==> src/rtl/mac_wb_sequencer.sv <==
// mac_wb_sequencer: shares the M-stage data-memory write port between the pipeline and MAC result bursts.
// Pending MAC result sets queue in a small FIFO and drain as WORDS single-word writes.
module mac_wb_sequencer #(
    parameter int WORDS  = 3,
    parameter int STRIDE = 4,
    parameter int DEPTH  = 2
) (
    input  logic                  clk,
    input  logic                  rst_n,
    input  logic                  mac_write_i,
    input  logic [31:0]           mac_base_i,
    input  logic [32*WORDS-1:0]   mac_res_i,
    input  logic                  st_req_i,
    input  logic                  ld_req_i,
    input  logic [31:0]           st_addr_i,
    input  logic [31:0]           st_data_i,
    output logic                  mem_we_o,
    output logic [31:0]           mem_addr_o,
    output logic [31:0]           mem_wdata_o,
    output logic                  stall_o,
    output logic                  busy_o,
    output logic                  burst_done_o,
    output logic                  err_o
);
    localparam int AW = $clog2(DEPTH);
    localparam int NW = AW + 1;
    localparam int CW = WORDS > 1 ? $clog2(WORDS) : 1;

    typedef enum logic {IDLE, BURST} state_t;

    state_t              r_state, w_next;
    logic [31:0]         r_base [DEPTH];
    logic [32*WORDS-1:0] r_res  [DEPTH];
    logic [AW-1:0]       r_wr, r_rd;
    logic [NW-1:0]       r_count;
    logic [CW-1:0]       r_cnt;
    logic                r_err;
    logic                w_burst, w_last, w_full, w_push, w_pop;
    logic [31:0]         w_addr, w_wdata;

    always_comb begin
        w_burst = r_state == BURST;
        w_last  = w_burst && r_cnt == CW'(WORDS - 1);
        w_full  = r_count == NW'(DEPTH);
        w_pop   = w_last;
        w_push  = mac_write_i && (!w_full || w_pop);
        w_addr  = r_base[r_rd] + 32'(r_cnt) * 32'(STRIDE);
        w_wdata = r_res[r_rd][32*r_cnt +: 32];
        w_next  = r_state;
        if (!w_burst && (r_count != '0 || mac_write_i))
            w_next = BURST;
        else if (w_last && !(r_count > NW'(1) || w_push))
            w_next = IDLE;
    end

    // Outputs are gated by rst_n so the port is quiet for the whole reset interval.
    always_comb begin
        mem_we_o     = rst_n & (w_burst | st_req_i);
        mem_addr_o   = !rst_n ? 32'd0 : w_burst ? w_addr : st_addr_i;
        mem_wdata_o  = !rst_n ? 32'd0 : w_burst ? w_wdata : st_data_i;
        stall_o      = rst_n & ((w_burst & (st_req_i | ld_req_i)) | w_full);
        busy_o       = rst_n & (w_burst | r_count != '0);
        burst_done_o = rst_n & w_last;
        err_o        = rst_n & r_err;
    end

    always_ff @(posedge clk or negedge rst_n) begin
        if (!rst_n) begin
            r_state <= IDLE;
            r_cnt   <= '0;
            r_wr    <= '0;
            r_rd    <= '0;
            r_count <= '0;
            r_err   <= 1'b0;
        end else begin
            r_state <= w_next;
            r_cnt   <= (w_burst && !w_last) ? r_cnt + CW'(1) : '0;
            if (w_push) r_wr <= r_wr + AW'(1);
            if (w_pop) r_rd <= r_rd + AW'(1);
            r_count <= r_count + NW'(w_push) - NW'(w_pop);
            if (mac_write_i && w_full && !w_pop) r_err <= 1'b1;
        end
    end

    always_ff @(posedge clk) begin
        if (w_push) begin
            r_base[r_wr] <= mac_base_i;
            r_res[r_wr]  <= mac_res_i;
        end
    end
endmodule
==> config.mk <==
export PLATFORM = sky130hd
export DESIGN_NAME = mac_wb_sequencer
export DESIGN_NICKNAME = d
export VERILOG_FILES = /design/src/rtl/mac_wb_sequencer.sv
export SDC_FILE = /design/constraint.sdc
export NUM_CORES = 1
export LEC_CHECK = 0
export ABC_AREA = 1
export BUFFER_PORTS_ARGS = -buffer_cell sky130_fd_sc_hd__buf_2
export CORE_MARGIN = 5
export CORE_UTILIZATION = 59
export CTS_CLUSTER_SIZE = 12
export DETAILED_ROUTE_END_ITERATION = 12
export PLACE_DENSITY = 0.91
export SYNTH_ARGS = -nofsm -noshare
export SYNTH_HDL_FRONTEND = slang
export SYNTH_SLANG_ARGS = --single-unit
==> constraint.sdc <==
create_clock -name clk -period 10.61 [get_ports clk]
set_input_delay 2.122 -clock clk [delete_from_list [all_inputs] [get_ports clk]]
set_output_delay 2.122 -clock clk [all_outputs]
set_load 0.03 [all_outputs]
Word level (Yosys, flattened, before mapping)
Memories as Yosys holds them, arrays and structs flattened.
Cells that the tools add are included.
{"block": "word_totals", "output_inout_bits": 69, "mem_bits_rw": 256, "word_cells": 53, "n_memories": 2, "register_bits": 8}
{"name": "r_res", "depth": 2, "word_bits": 96, "rd": 1, "rd_clocked_by_memory_dff": 0, "write_ports": 1, "line_no": "33", "text": "logic [32*WORDS-1:0] r_res [DEPTH];"}
{"name": "r_base", "depth": 2, "word_bits": 32, "rd": 1, "rd_clocked_by_memory_dff": 0, "write_ports": 1, "line_no": "32", "text": "logic [31:0] r_base [DEPTH];"}
{"block": "classes", "reduce_logical": 16, "shift": 1, "n_addsub": 6, "eq_ne": 2, "n_lt_le_gt_ge": 1, "bitwise": 10, "muxes": 9}
{"cell": "$mux 32", "count": 4}
{"cell": "$shiftx 96x8->32", "count": 1}
{"cell": "$add 32x4->32", "count": 1}
{"cell": "$logic_and 1x1->1", "count": 7}
{"cell": "$and 1x1->1", "count": 6}
{"cell": "$eq 2x2->1 const B", "count": 2}
{"cell": "$logic_not 1->1", "count": 4}
{"cell": "$mux 1", "count": 4}
{"cell": "$or 1x1->1", "count": 4}
{"cell": "$reduce_bool 2->1", "count": 2}
{"cell": "$logic_or 1x1->1", "count": 3}
{"cell": "$add 1x1->1 const B", "count": 2}
{"cell": "$add 2x1->2", "count": 1}
{"cell": "$add 2x1->2 const B", "count": 1}
{"cell": "$gt 2x1->1 const B", "count": 1}
{"cell": "$mux 2", "count": 1}
{"cell": "$sub 2x1->2", "count": 1}

Logic depth before layout (Yosys ltp)
{"block": "logic_depth", "word_depth": 9, "depth_mapped": 20, "mapped_depth_nobuf": 16}

Least setup slack after synthesis
Ideal clock, no wire load.
{"block": "synth_path", "kind": "input to register", "start": "input mac_write_i", "end": "memory r_base[1][0] (enable)", "stages": 2, "required_time_ps": 9992, "slack_ps": 2455, "arrival_time_ps": 7537, "path_cell_list": "nand2_1 > nor2_1"}
{"block": "synth_via", "elab_chain_len": 3}
{"item": "from (decl)", "line_no": "10", "text": "input logic mac_write_i,"}
{"item": "$logic_and 1x1->1", "line_no": "46", "text": "w_push = mac_write_i && (!w_full || w_pop);"}
{"item": "$mux 1", "line_no": "86", "text": "if (w_push) begin"}
{"item": "$mux 1 (not written as such)", "line_no": "87", "text": "r_base[r_wr] <= mac_base_i;"}
{"item": "to (decl)", "line_no": "32"}
Every way passes these cells.

Worst setup path after layout
{"block": "layout_path", "start": "input rst_n", "end": "output mem_addr_o[30]"}
{"block": "layout_via", "elab_chain_len": 1}
{"item": "from (decl)", "line_no": "9", "text": "input logic rst_n,"}
{"item": "$mux 32", "line_no": "59", "text": "mem_addr_o = !rst_n ? 32'd0 : w_burst ? w_addr : st_addr_i;"}
{"item": "to (decl)", "line_no": "18", "text": "output logic [31:0] mem_addr_o,"}
Every way passes these cells.

==> results.toml <==
[sta]
slew_headroom_pct = 23.6
rsz0062_at_grt = "false"
hold_viol_final = 0
fin_tns_setup_ps = 0
whs_ps = 483
max_clock_freq_mhz = 159
finalSetupViolCount = 0
worst_pin_slew_ps = 1150
min_period_ps = 6280
slew_viol_final = 0
skew_ps = 14.5
post-route-period-util_pct = 59.2

[power]
cellPowerDensity_nw_per_um2 = 281
internal_power_mw = 2.39
power.share.switching_pct = 39.8
switchingPower_mw = 1.58
seqPwrFrac_pct = 38.9
total_power_mw = 3.97
clkPwrFrac_pct = 22.2
leakage_nw = 5.67
ir_drop_v = 0.000231
combPwrFrac_pct = 38.9

[floorplanning]
dieHeight_um = 152
num_io_pins = 266
rows = 51
core_um2 = 19600
initial_core_util_pct = 60.5
die_w_um = 152
fp.dieArea_um2 = 23000

[synth]
avgSynthCellArea_um2 = 10.8
ys_ff_latch = 264
syn_nets = 1296
synth_edf_count = 256
yosysSeqAreaShare_pct = 66.6
async_flop_share_pct = 3.03
synth_top_area_share_pct = 64.9
netlist_instances = 1094
synthDistinctLibCells = 34
syn_area_um2 = 11900
synth_flop_cell = "edfxtp_1"
yosysTopAreaCell = "edfxtp_1"
netlist_top_cells_area = "edfxtp_1 65%, nand2_1 6.5%, o21ai_0 6.3%"
ys.warnings.count = 0

[global_routing]
first_global_vias = 8904
grt_max_degree = 109
antenna_found_initial = 4
grt_pass1_wl_um = 45000
grt_overflow = 0
track_usage_pct = 24.9

[clocking]
cts_resized = 0
insertion_delay_ps = 520
cts_buffers = 27
cts-root-buf = "clkbuf_16"
cts_tree = "yes"
path_clk_slew_ps = 60
ctsHoldBuffers = 0
clock-sinks = 264
htreeDepth = 1
cts_setup_buffers = 0
clockBufferDepth = 3

[final_layout]
syn_to_final_growth_pct = 19.4
nets = 1541
drive_above_1_share_pct = 25.5

[critical_path]
critPathCaptureType = "output pin"
setup.worst_path.start_class = "input pin"
worstPathMaxFanout = 52
crit_type = "input pin to output pin"
required_ps = 8490
cp_data_arrival_time_ps = 4150

[routing]
dr.pass1.iters = 6
wl_per_cell_um = 18.2
vias = 9199
drcViolationCount = 0
totalWireLength_um = 29600
ant_nets = 0
via_per_inst = 5.66
first_iter_violations = 815

[hold_path]
hold_path.class = "flip-flop to flip-flop"

[status]
status = "finished, final reports clean"

[placed_design]
io_buffer_count = 265
gp_congestion = 0.914
hpwl_um = 19200

[run]
maxCapViolCount = 0
==> cell usage after synthesis, types with 5 or more instances <==
cell type	count
edfxtp_1	256
nand2_1	204
nor2_1	153
o21ai_0	150
inv_1	58
clkbuf_1	37
a31oi_1	33
nand3_1	33
o21a_1	32
o22ai_1	32
nand2_2	16
buf_2	15
nor2_2	9
dfrtp_1	8
a21oi_1	6
xor2_1	6
buf_6	5
xnor2_1	5
==> power groups by stage <==
stage               clock network [mW]  registers (mW)  logic (mW)
floorplan                            0            1.55        1.15
global placement                     0            1.55        1.50
detailed placement                   0            1.56        1.53
CTS                              0.892            1.54        1.55
global route                     0.946            1.56        1.69
finish                           0.883            1.55        1.54
==> sequential cells by signal, summed over array words and instances, names as in the netlist <==
| register | cells |
|---|---|
| r_err | 1 |
| r_base | 64 |
| r_state | 1 |
| r_count | 2 |
| r_cnt | 2 |
| r_rd | 1 |
| r_wr | 1 |
| r_res | 192 |
==> kinds of logic (layout without fill, tap and decap cells) <==
logic type               count (synthesis)  in the layout  share of synthesized area [%]
buffers and inverters                  122            383                           4.50
other                                    0              5                              0
adder cells (fa/ha/maj)                  5              5                          0.591
AND/OR/NAND/NOR                        427            427                           14.8
XOR/XNOR                                11             11                          0.813
AO/OA/AOI/OAI                          265            265                           12.7
flip-flops                             264            264                           66.6
==> cell type report <==
type,instances,area [µm²]
Sequential cell,264,7900
Fill cell,1346,5440
Tap cell,265,332
Clock inverter,5,81.3
Multi-Input combinational cell,708,3450
Timing Repair Buffer,277,1420
Clock buffer,40,734
Inverter,61,231
Antenna cell,5,12.5
==> worst max-delay path: stages <==
cell and delay, ps:
buf_2 80, buf_4 500, clkinv_1 760, nor2_1 340
nand2_1 90, inv_1 70, buf_2 190
==> metal layers <==
layer | routed length [µm] | GRT usage [%] | vias to the layer above
met4 | 661 | 7.59 | 2
li1 | - | - | 4335
met1 | 10900 | 30.9 | 4326
met2 | 15300 | 44.3 | 471
met3 | 2750 | 4.85 | 65
met5 | 11 | 0 | -
==> placed cells by master, fill, tap and decap left out, drive strengths merged, types with 4 or more instances in the layout <==
| cell | synthesis | final |
|---|---|---|
| diode | 0 | 5 |
| edfxtp | 256 | 256 |
| nand2 | 220 | 220 |
| o21bai | 4 | 4 |
| a31oi | 33 | 33 |
| o21a | 32 | 32 |
| o22ai | 32 | 32 |
| inv | 59 | 60 |
| clkinv | 2 | 4 |
| xnor2 | 5 | 5 |
| a21oi | 7 | 7 |
| nor2 | 165 | 165 |
| o21ai | 154 | 154 |
| dfrtp | 8 | 8 |
| nand3b | 4 | 4 |
| buf | 24 | 277 |
| clkbuf | 37 | 40 |
| ha | 4 | 4 |
| nand3 | 33 | 33 |
| xor2 | 6 | 6 |
==> final timing paths <==
path	startpoint	endpoint	slack, ps	cells after the start
max	rst_n	mem_addr_o[30]	4330	7
min	r_err$_DFFE_PN0P_	r_err$_DFFE_PN0P_	480	1
max reg2reg	r_cnt[0]$_DFF_PN0_	r_res[0][49]$_DFFE_PP_	6630	9
min reg2reg	r_err$_DFFE_PN0P_	r_err$_DFFE_PN0P_	480	1
max in group asynchronous	rst_n	r_rd$_DFFE_PN0N_	8440	2
min in group asynchronous	rst_n	r_err$_DFFE_PN0P_	1710	2
==> stage by stage <==
stage	cells	utilization (%)	instance area [µm²]	setup slack, ps
3_3_place_gp	1575	68.0	13300	4510
5_1_grt	1623	72.2	14100	4150
6_report	1625	72.2	14100	4330
3_5_place_dp	1575	68.0	13300	4390
2_1_floorplan	1094	-	11900	2450
4_1_cts	1620	72.2	14100	4380
Power figures use the tool's default switching activity.
